### src/rtl/pulse_timing_monitor.sv
// Laser trigger pulse monitor: measures high width and rising-to-rising
// period of the synchronized trigger, raises sticky faults against live
// limits, and drives the status byte and the laser permit.
module pulse_timing_monitor #(
    parameter int SYNC_STAGES = 2,
    parameter int CNT_W       = 32
) (
    input  logic             clk,
    input  logic             rstn,
    input  logic             pulse_in,
    input  logic             enable,
    input  logic             clear_faults,
    input  logic [CNT_W-1:0] pulse_width_lower_limit,
    input  logic [CNT_W-1:0] pulse_width_upper_limit,
    input  logic [CNT_W-1:0] rate_lower_limit,
    output logic [CNT_W-1:0] last_width,
    output logic [CNT_W-1:0] last_period,
    output logic [7:0]       monitor_status,
    output logic             laser_ok
);

    // Fewer than two synchronizer flops is never safe; clamp silently.
    localparam int SYNC_N = (SYNC_STAGES < 2) ? 2 : SYNC_STAGES;

    localparam logic [CNT_W-1:0] CNT_MAX = '1;
    localparam logic [CNT_W-1:0] CNT_ONE = {{(CNT_W-1){1'b0}}, 1'b1};

    typedef enum logic [1:0] {
        IDLE = 2'd0,
        HIGH = 2'd1,
        LOW  = 2'd2
    } state_t;

    // Increment that sticks at all-ones instead of wrapping.
    function automatic logic [CNT_W-1:0] sat_inc(input logic [CNT_W-1:0] v);
        return (v == CNT_MAX) ? v : v + CNT_ONE;
    endfunction

    logic [SYNC_N-1:0] sync_p;
    logic              prev_p;
    logic              pulse_s;
    logic              rise;
    logic              fall;

    state_t            state;
    logic [CNT_W-1:0]  width_cnt;
    logic [CNT_W-1:0]  period_cnt;
    logic              first_seen;
    logic              fault_short;
    logic              fault_long;
    logic              fault_rate;
    logic              sat;
    logic              en_q;

    logic              short_evt;
    logic              long_evt;
    logic              rate_evt;
    logic              sat_evt;

    // Pin synchronizer followed by one history flop for edge detection.
    always_ff @(posedge clk or negedge rstn) begin
        if (!rstn) begin
            sync_p <= '0;
            prev_p <= 1'b0;
        end else begin
            sync_p <= {sync_p[SYNC_N-2:0], pulse_in};
            prev_p <= sync_p[SYNC_N-1];
        end
    end

    assign pulse_s = sync_p[SYNC_N-1];
    assign rise    = pulse_s & ~prev_p;
    assign fall    = ~pulse_s & prev_p;

    // Fault and saturation conditions evaluated against live limits.
    always_comb begin
        short_evt = 1'b0;
        long_evt  = 1'b0;
        rate_evt  = 1'b0;
        sat_evt   = 1'b0;
        if (enable) begin
            case (state)
                HIGH: begin
                    // Comparing the current count against the limit flags the
                    // cycle the count steps to limit+1, without an adder that
                    // could overflow.
                    short_evt = fall && (pulse_width_lower_limit != '0) &&
                                (width_cnt < pulse_width_lower_limit);
                    long_evt  = !fall && (pulse_width_upper_limit != '0) &&
                                (width_cnt >= pulse_width_upper_limit);
                    sat_evt   = (period_cnt == CNT_MAX) ||
                                (!fall && (width_cnt == CNT_MAX));
                end
                LOW: begin
                    rate_evt  = rise && (rate_lower_limit != '0) &&
                                (period_cnt < rate_lower_limit);
                    sat_evt   = !rise && (period_cnt == CNT_MAX);
                end
                default: ;
            endcase
        end
    end

    // Measurement FSM with sticky faults (a new fault beats a same-cycle clear).
    always_ff @(posedge clk or negedge rstn) begin
        if (!rstn) begin
            state       <= IDLE;
            width_cnt   <= '0;
            period_cnt  <= '0;
            first_seen  <= 1'b0;
            last_width  <= '0;
            last_period <= '0;
            fault_short <= 1'b0;
            fault_long  <= 1'b0;
            fault_rate  <= 1'b0;
            sat         <= 1'b0;
            en_q        <= 1'b0;
            laser_ok    <= 1'b0;
        end else begin
            fault_short <= short_evt | (fault_short & ~clear_faults);
            fault_long  <= long_evt  | (fault_long  & ~clear_faults);
            fault_rate  <= rate_evt  | (fault_rate  & ~clear_faults);
            sat         <= sat_evt   | (sat         & ~clear_faults);
            en_q        <= enable;
            laser_ok    <= enable & ~(fault_short | fault_long | fault_rate);

            if (!enable) begin
                // Any pulse in progress is dropped; last_* are kept.
                state      <= IDLE;
                width_cnt  <= '0;
                period_cnt <= '0;
                first_seen <= 1'b0;
            end else begin
                case (state)
                    IDLE: begin
                        if (rise) begin
                            state      <= HIGH;
                            width_cnt  <= CNT_ONE;
                            period_cnt <= CNT_ONE;
                            first_seen <= 1'b1;
                        end
                    end
                    HIGH: begin
                        period_cnt <= sat_inc(period_cnt);
                        if (fall) begin
                            last_width <= width_cnt;
                            state      <= LOW;
                        end else begin
                            width_cnt  <= sat_inc(width_cnt);
                        end
                    end
                    LOW: begin
                        if (rise) begin
                            last_period <= period_cnt;
                            width_cnt   <= CNT_ONE;
                            period_cnt  <= CNT_ONE;
                            state       <= HIGH;
                        end else begin
                            period_cnt  <= sat_inc(period_cnt);
                        end
                    end
                    default: state <= IDLE;
                endcase
            end
        end
    end

    assign monitor_status = {1'b0, en_q, sat, first_seen, (state == HIGH),
                             fault_rate, fault_long, fault_short};

endmodule
### config.mk
export PLATFORM = sky130hd
export DESIGN_NAME = pulse_timing_monitor
export DESIGN_NICKNAME = d
export VERILOG_FILES = /design/src/rtl/pulse_timing_monitor.sv
export SDC_FILE = /design/constraint.sdc
export NUM_CORES = 1
export LEC_CHECK = 0
export ABC_AREA = 1
export CAP_MARGIN = 25
export CORE_MARGIN = 10
export CORE_UTILIZATION = 35
export DETAILED_ROUTE_END_ITERATION = 12
export SYNTH_ARGS = -nofsm -noshare
export SYNTH_HDL_FRONTEND = slang
export SYNTH_SLANG_ARGS = --single-unit
### constraint.sdc
create_clock -name clk -period 2.5 [get_ports clk]
set_input_delay 0.5 -clock clk [delete_from_list [all_inputs] [get_ports clk]]
set_output_delay 0.5 -clock clk [all_outputs]
set_load 0.02 [all_outputs]
[After elaboration in Yosys (flattened, before gate mapping)]
Index checks and enable logic that the tools add are counted.
Storage, ports and cells
  flip-flop bits (word level): 140
  bits of input ports: 101
  output and inout bits: 73
  word-level logic and storage cells: 95
Operators by class
  magnitude comparators: 3
  equal/unequal tests: 13
  $add $sub $neg: 2
  reductions and logical operators: 22
  mux-type cells: 24
  bitwise logic cells: 17
Operators with widths (count)
  32-bit 2-to-1 mux: 7
  32-bit one-hot mux with 3 select lines: 1
  32-bit nonzero test: 3
  32-bit by 1-bit adder with 32-bit output (second input constant): 2
  32-bit equality test (second input constant): 2
  32-bit less-than comparator: 2
  32-bit one-hot mux with 2 select lines: 1
  32-bit >= comparator: 1
  1-bit 2-to-1 mux: 10
  3-bit by 2-bit != test with 1-bit output (second input constant): 3
  3-bit != test (second input constant): 3
  1-bit logical AND: 8
  1-bit bitwise AND: 7
  2-bit 2-to-1 mux: 3
  1-bit bitwise OR: 6
  2-bit AND reduction: 3
  3-bit AND reduction: 2
  2-bit by 1-bit != test with 1-bit output (second input constant): 2
  4-bit by 1-bit != test with 1-bit output (second input constant): 1
  1-bit NOT: 4
  2-bit one-hot mux with 2 select lines: 1
  4-bit AND reduction: 1
  2-bit by 1-bit equality test with 1-bit output (second input constant): 1
  2-bit equality test (second input constant): 1
  other kinds (5): 6

[Depth between registers and ports, before layout]
  depth in word-level cells: 8
  mapped depth: 15
  depth with buffers taken out: 15

[Worst setup path before layout]
Ideal clock, no wire load.
  path type: reg2reg
  start point: register state[0]
  end point: register period_cnt[6]
  required time: 2378 ps
  cell stages (with the launch flop): 15
  buffers on the path: 1
  slack: 647 ps
  arrival time: 1731 ps
  cell sequence: dfrtp_1 -> inv_1 -> ha_1 -> inv_2 -> nand2_1 -> nor2_4 -> nand2_2 -> o21ai_2 -> inv_4 -> nand2_4 -> inv_2 -> buf_6 -> nand3_2 -> xor2_1 -> nor2_1
On the way
  longest elaborated chain between the ends: 3
  elaborated cells between the ends (all ways): 8
  classes of those cells: eq/ne: 4; mux: 2; reduce/logical: 2
RTL lines
  start, declared: RTL line 45  | state_t state;
  start signal, assigned: RTL line 107  | state <= IDLE;
  start signal, assigned: RTL line 129  | state <= IDLE;
  start signal, assigned: RTL line 137  | state <= HIGH;
  2-bit equality test (tied with other cells): RTL line 134  | case (state)
  32-bit one-hot mux with 3 select lines (tied with other cells): RTL line 134
  32-bit 2-to-1 mux or 2-bit AND reduction (tied branches)
  end signal, assigned: RTL line 144  | period_cnt <= sat_inc(period_cnt);
  end signal, assigned: RTL line 159  | period_cnt <= sat_inc(period_cnt);
  end, declared: RTL line 47  | logic [CNT_W-1:0] period_cnt;
Several ways; a longest one is shown, not always the timed one.
A chain may end at the register's enable or synchronous reset.

[Worst setup path after layout]
  start point: register state[1]
  end point: output monitor_status[3]
On the way
  longest elaborated chain between the ends: 1
RTL lines
  2-bit by 1-bit equality test with 1-bit output: RTL line 168  | assign monitor_status = {1'b0, en_q, sat, first_seen, (state == HIGH),
  end, declared: RTL line 18  | output logic [7:0] monitor_status,
No other way between the ends.

==> run_results.csv <==
group,metric,value,unit
sta,rsz0062_at_grt,"no",
power_and_ir_drop,vdd_ir_drop_max,0.0005608,V
power_and_ir_drop,finalPower,0.007815,W
synthesis,syn_nets,1499,
clock_tree,clk_pin_slew,0.06,ns
synthesis,synth_top_area_share,36.46,%
placement,io_buffers,172,
clock_tree,tritoncts_num_sinks,140,
critical_path,crit_slowest_cell,"clkdlybuf4s50_1",
job,maxCapViolations,0,
placement,dp_hpwl,23890,um
clock_tree,htree_levels,4,
die,die_h,185.7,um
sta,fin_skew,0.01104,ns
critical_path,cp-start-kind,"flop",
synthesis,synth.distinct_cells,41,
final_layout,nFillCells,2708,
die,start_util,35.65,%
sta,period_share,93.65,%
route,drt_iter0_drc,643,
synthesis,yosys.area_share.simple,26.93,%
sta,timing.slew.headroom,63.14,%
critical_path,critPathMaxStageDelay,0.69,ns
synthesis,yosys.area.top_type,"dfrtp_1",
die,die-area,34480,sq um
route,routed_wl,29910,um
synthesis,synth.area.top_cells,"dfrtp_1, ha_1, nand2_1, inv_1, o21ai_0",
synthesis,synth_warnings,0,
global_routing,track_usage,17.35,%
synthesis,synth-compound-area-share,11.16,%
global_routing,grt_max_degree,58,
route,final_antenna_net_count,0,
route,post_drt_wl_per_cell,16.31,um
critical_path,critPathBufInv,2,
critical_path,cp_max_fo,4,
clock_tree,clock_latency,0.42,ns
critical_path,critPathTopFamily,"buffers and inverters",
route,drc,0,
power_and_ir_drop,power_density,630.7,nW/um^2
sta,finalSetupViolCount,0,
synthesis,synthAdderAreaFrac,13.02,%
run_status,status,"finished clean",
sta,hold_violations,0,
route,viasPerCell,4.955,
die,fp.dieW,185.7,um
synthesis,synth_top_family_by_area,"simple AND/OR/NAND/NOR gates",
route,routed-via-count,9087,
clock_tree,cts_buffer_depth,2,
synthesis,synthFlopType,"dfrtp_1",
synthesis,avgSynthCellArea,7.403,sq um
final_layout,finalNetCount,1681,
final_layout,multi_input_area,5090,sq um
power_and_ir_drop,p_leak,6.016,nW
final_layout,syn_to_final_growth,28.96,%
synthesis,synth_edf_count,0,
synthesis,syn_inst,1298,
sta,drv_slew,0,
sta,fin_crit,2.341,ns
synthesis,netlist_area,9609,sq um
critical_path,end_kind,"primary output",
clock_tree,postCtsHoldBufs,0,
critical_path,crit_chain,"inv_1 > ha_1 > clkdlybuf4s50_1",
synthesis,synthMuxAreaShare,0,%
min_path,hp-class,"in -> async",
global_routing,grt_antenna_before_repair,1,
critical_path,cp_data_arrival_time,1.84,ns
global_routing,grt_pass1_vias,9020,
clock_tree,cts-resized-gates,0,
synthesis,async_flop_share,100.0,%
global_routing,grt_pass1_wl,47270,um
die,rows,60,
die,ios,174,
sta,worstMarginPinSlew,0.5487,ns
critical_path,cp_data_required_time,2.00,ns
clock_tree,cts_buffers,17,
sta,tns,0,ns
clock_tree,post-cts-setup-buffers,0,
die,coreArea,26950,sq um
synthesis,ys_seq_area_share,36.46,%
route,drtPass1Iterations,5,
clock_tree,root_buffer,"clkbuf_16",
sta,max_freq,0.4271,GHz
synthesis,ys_ff_latch,140,
final_layout,regArea,3503,sq um
clock_tree,cts_tree,"done",
final_layout,drive_gt1_share,5.965,%
critical_path,path_class,"reg -> out",
global_routing,grt_overflow_total,0,
placement,routabilityCongestion,0.9350,
synthesis,synth_xor_area_share,1.823,%
per-layer routing:
layer	GRT usage [%]	up-vias	part of all wire (%)
met2	28.58	302	46
met3	3.938	37	7.1
met5	0	-	0
li1	-	4592	-
met4	5.031	0	2.0
met1	22.19	4156	45
cell usage in the layout, fill, tap and decap left out, drive strengths merged:
cell | netlist | final
nand2 | 319 | 319
inv | 222 | 222
clkdlybuf4s50 | 0 | 171
dfrtp | 140 | 140
o21ai | 113 | 113
nor2 | 103 | 103
ha | 100 | 100
a21oi | 69 | 69
nand3 | 55 | 55
nand4 | 48 | 48
nor3 | 43 | 43
buf | 19 | 24
xor2 | 20 | 20
clkbuf | 13 | 20
nor4 | 8 | 8
o21a | 7 | 7
clkinvlp | 0 | 4
a211oi | 4 | 4
clkinv | 0 | 4
nor3b | 3 | 3
bufinv | 0 | 3
o22ai | 3 | 3
nand3b | 2 | 2
a21o | 2 | 2
o211ai | 2 | 2
diode | 0 | 1
a31oi | 1 | 1
o41ai | 1 | 1
conb | 1 | 1
synthesized netlist by cell type, types with 7 or more instances:
cell	n
nand2_1	311
inv_1	215
dfrtp_1	140
ha_1	100
o21ai_0	93
nor2_1	92
a21oi_1	69
nand3_1	51
nand4_1	48
nor3_1	41
xor2_1	20
o21ai_1	19
clkbuf_1	13
buf_2	9
nor2_2	8
nor4_1	8
buf_4	7
o21a_1	7
registers in the layout, summed over array words and instances (netlist names):
signal       cells
last_period     32
last_width      32
period_cnt      32
width_cnt       32
state            2
sync_p           2
en_q             1
fault_long       1
fault_rate       1
fault_short      1
first_seen       1
laser_ok         1
prev_p           1
sat              1
cell type report:
| cell class | count | share of cell area (%) |
|---|---|---|
| inverter | 222 | 6.745 |
| sequential | 140 | 28.27 |
| multi-input combinational | 904 | 41.07 |
| clock buffer | 20 | 3.685 |
| antenna | 1 | 0.02019 |
| timing repair buffer | 195 | 15.60 |
| tap | 341 | 3.443 |
| clock inverter | 11 | 1.161 |
power breakdown:
group / switching (W) / internal [W] / total (W)
registers: 0.000178 / 0.00252 / 0.00270
logic: 0.00153 / 0.000996 / 0.00253
clock network: 0.000979 / 0.00161 / 0.00259
logic make-up (layout without fill, tap and decap cells):
logic type,count (synthesis),after routing
simple gates,581,581
buf+inv,254,448
compound gates,202,202
flops,140,140
fa+ha+maj,100,100
xor+xnor,20,20
other cells,1,2
final timing paths:
| path | startpoint | endpoint | slack [ns] | depth (start not counted) |
|---|---|---|---|---|
| worst max register to register | state[0] | period_cnt[30] | 0.28 | 16 |
| worst min register to register | sync_p[0] | sync_p[1] | 0.35 | 0 |
| min in group clk | sync_p[0] | sync_p[1] | 0.35 | 0 |
| worst max-delay path | state[1] | monitor_status[3] | 0.16 | 3 |
| worst min-delay path | rstn | last_width[25] | 0.06 | 1 |
| max in group asynchronous | rstn | last_width[2] | 1.78 | 2 |
per-stage QoR:
| step | cell area [sq um] | std cells | hold WS (ns) | setup WS (ns) | utilization (%) |
|---|---|---|---|---|---|
| after global placement | 11790 | 1802 | 0.3353 | 0.1608 | 43.74 |
| after global routing | 12390 | 1833 | 0.08686 | 0.04430 | 45.97 |
| after detailed placement | 11790 | 1802 | 0.3347 | 0.1238 | 43.74 |
| final | 12390 | 1834 | 0.05539 | 0.1587 | 45.98 |
| after CTS | 12390 | 1833 | 0.06819 | 0.1194 | 45.97 |
| after floorplan | 9609 | 1298 | 0.2044 | 0.6467 | - |
Power figures use the tool's default switching activity.
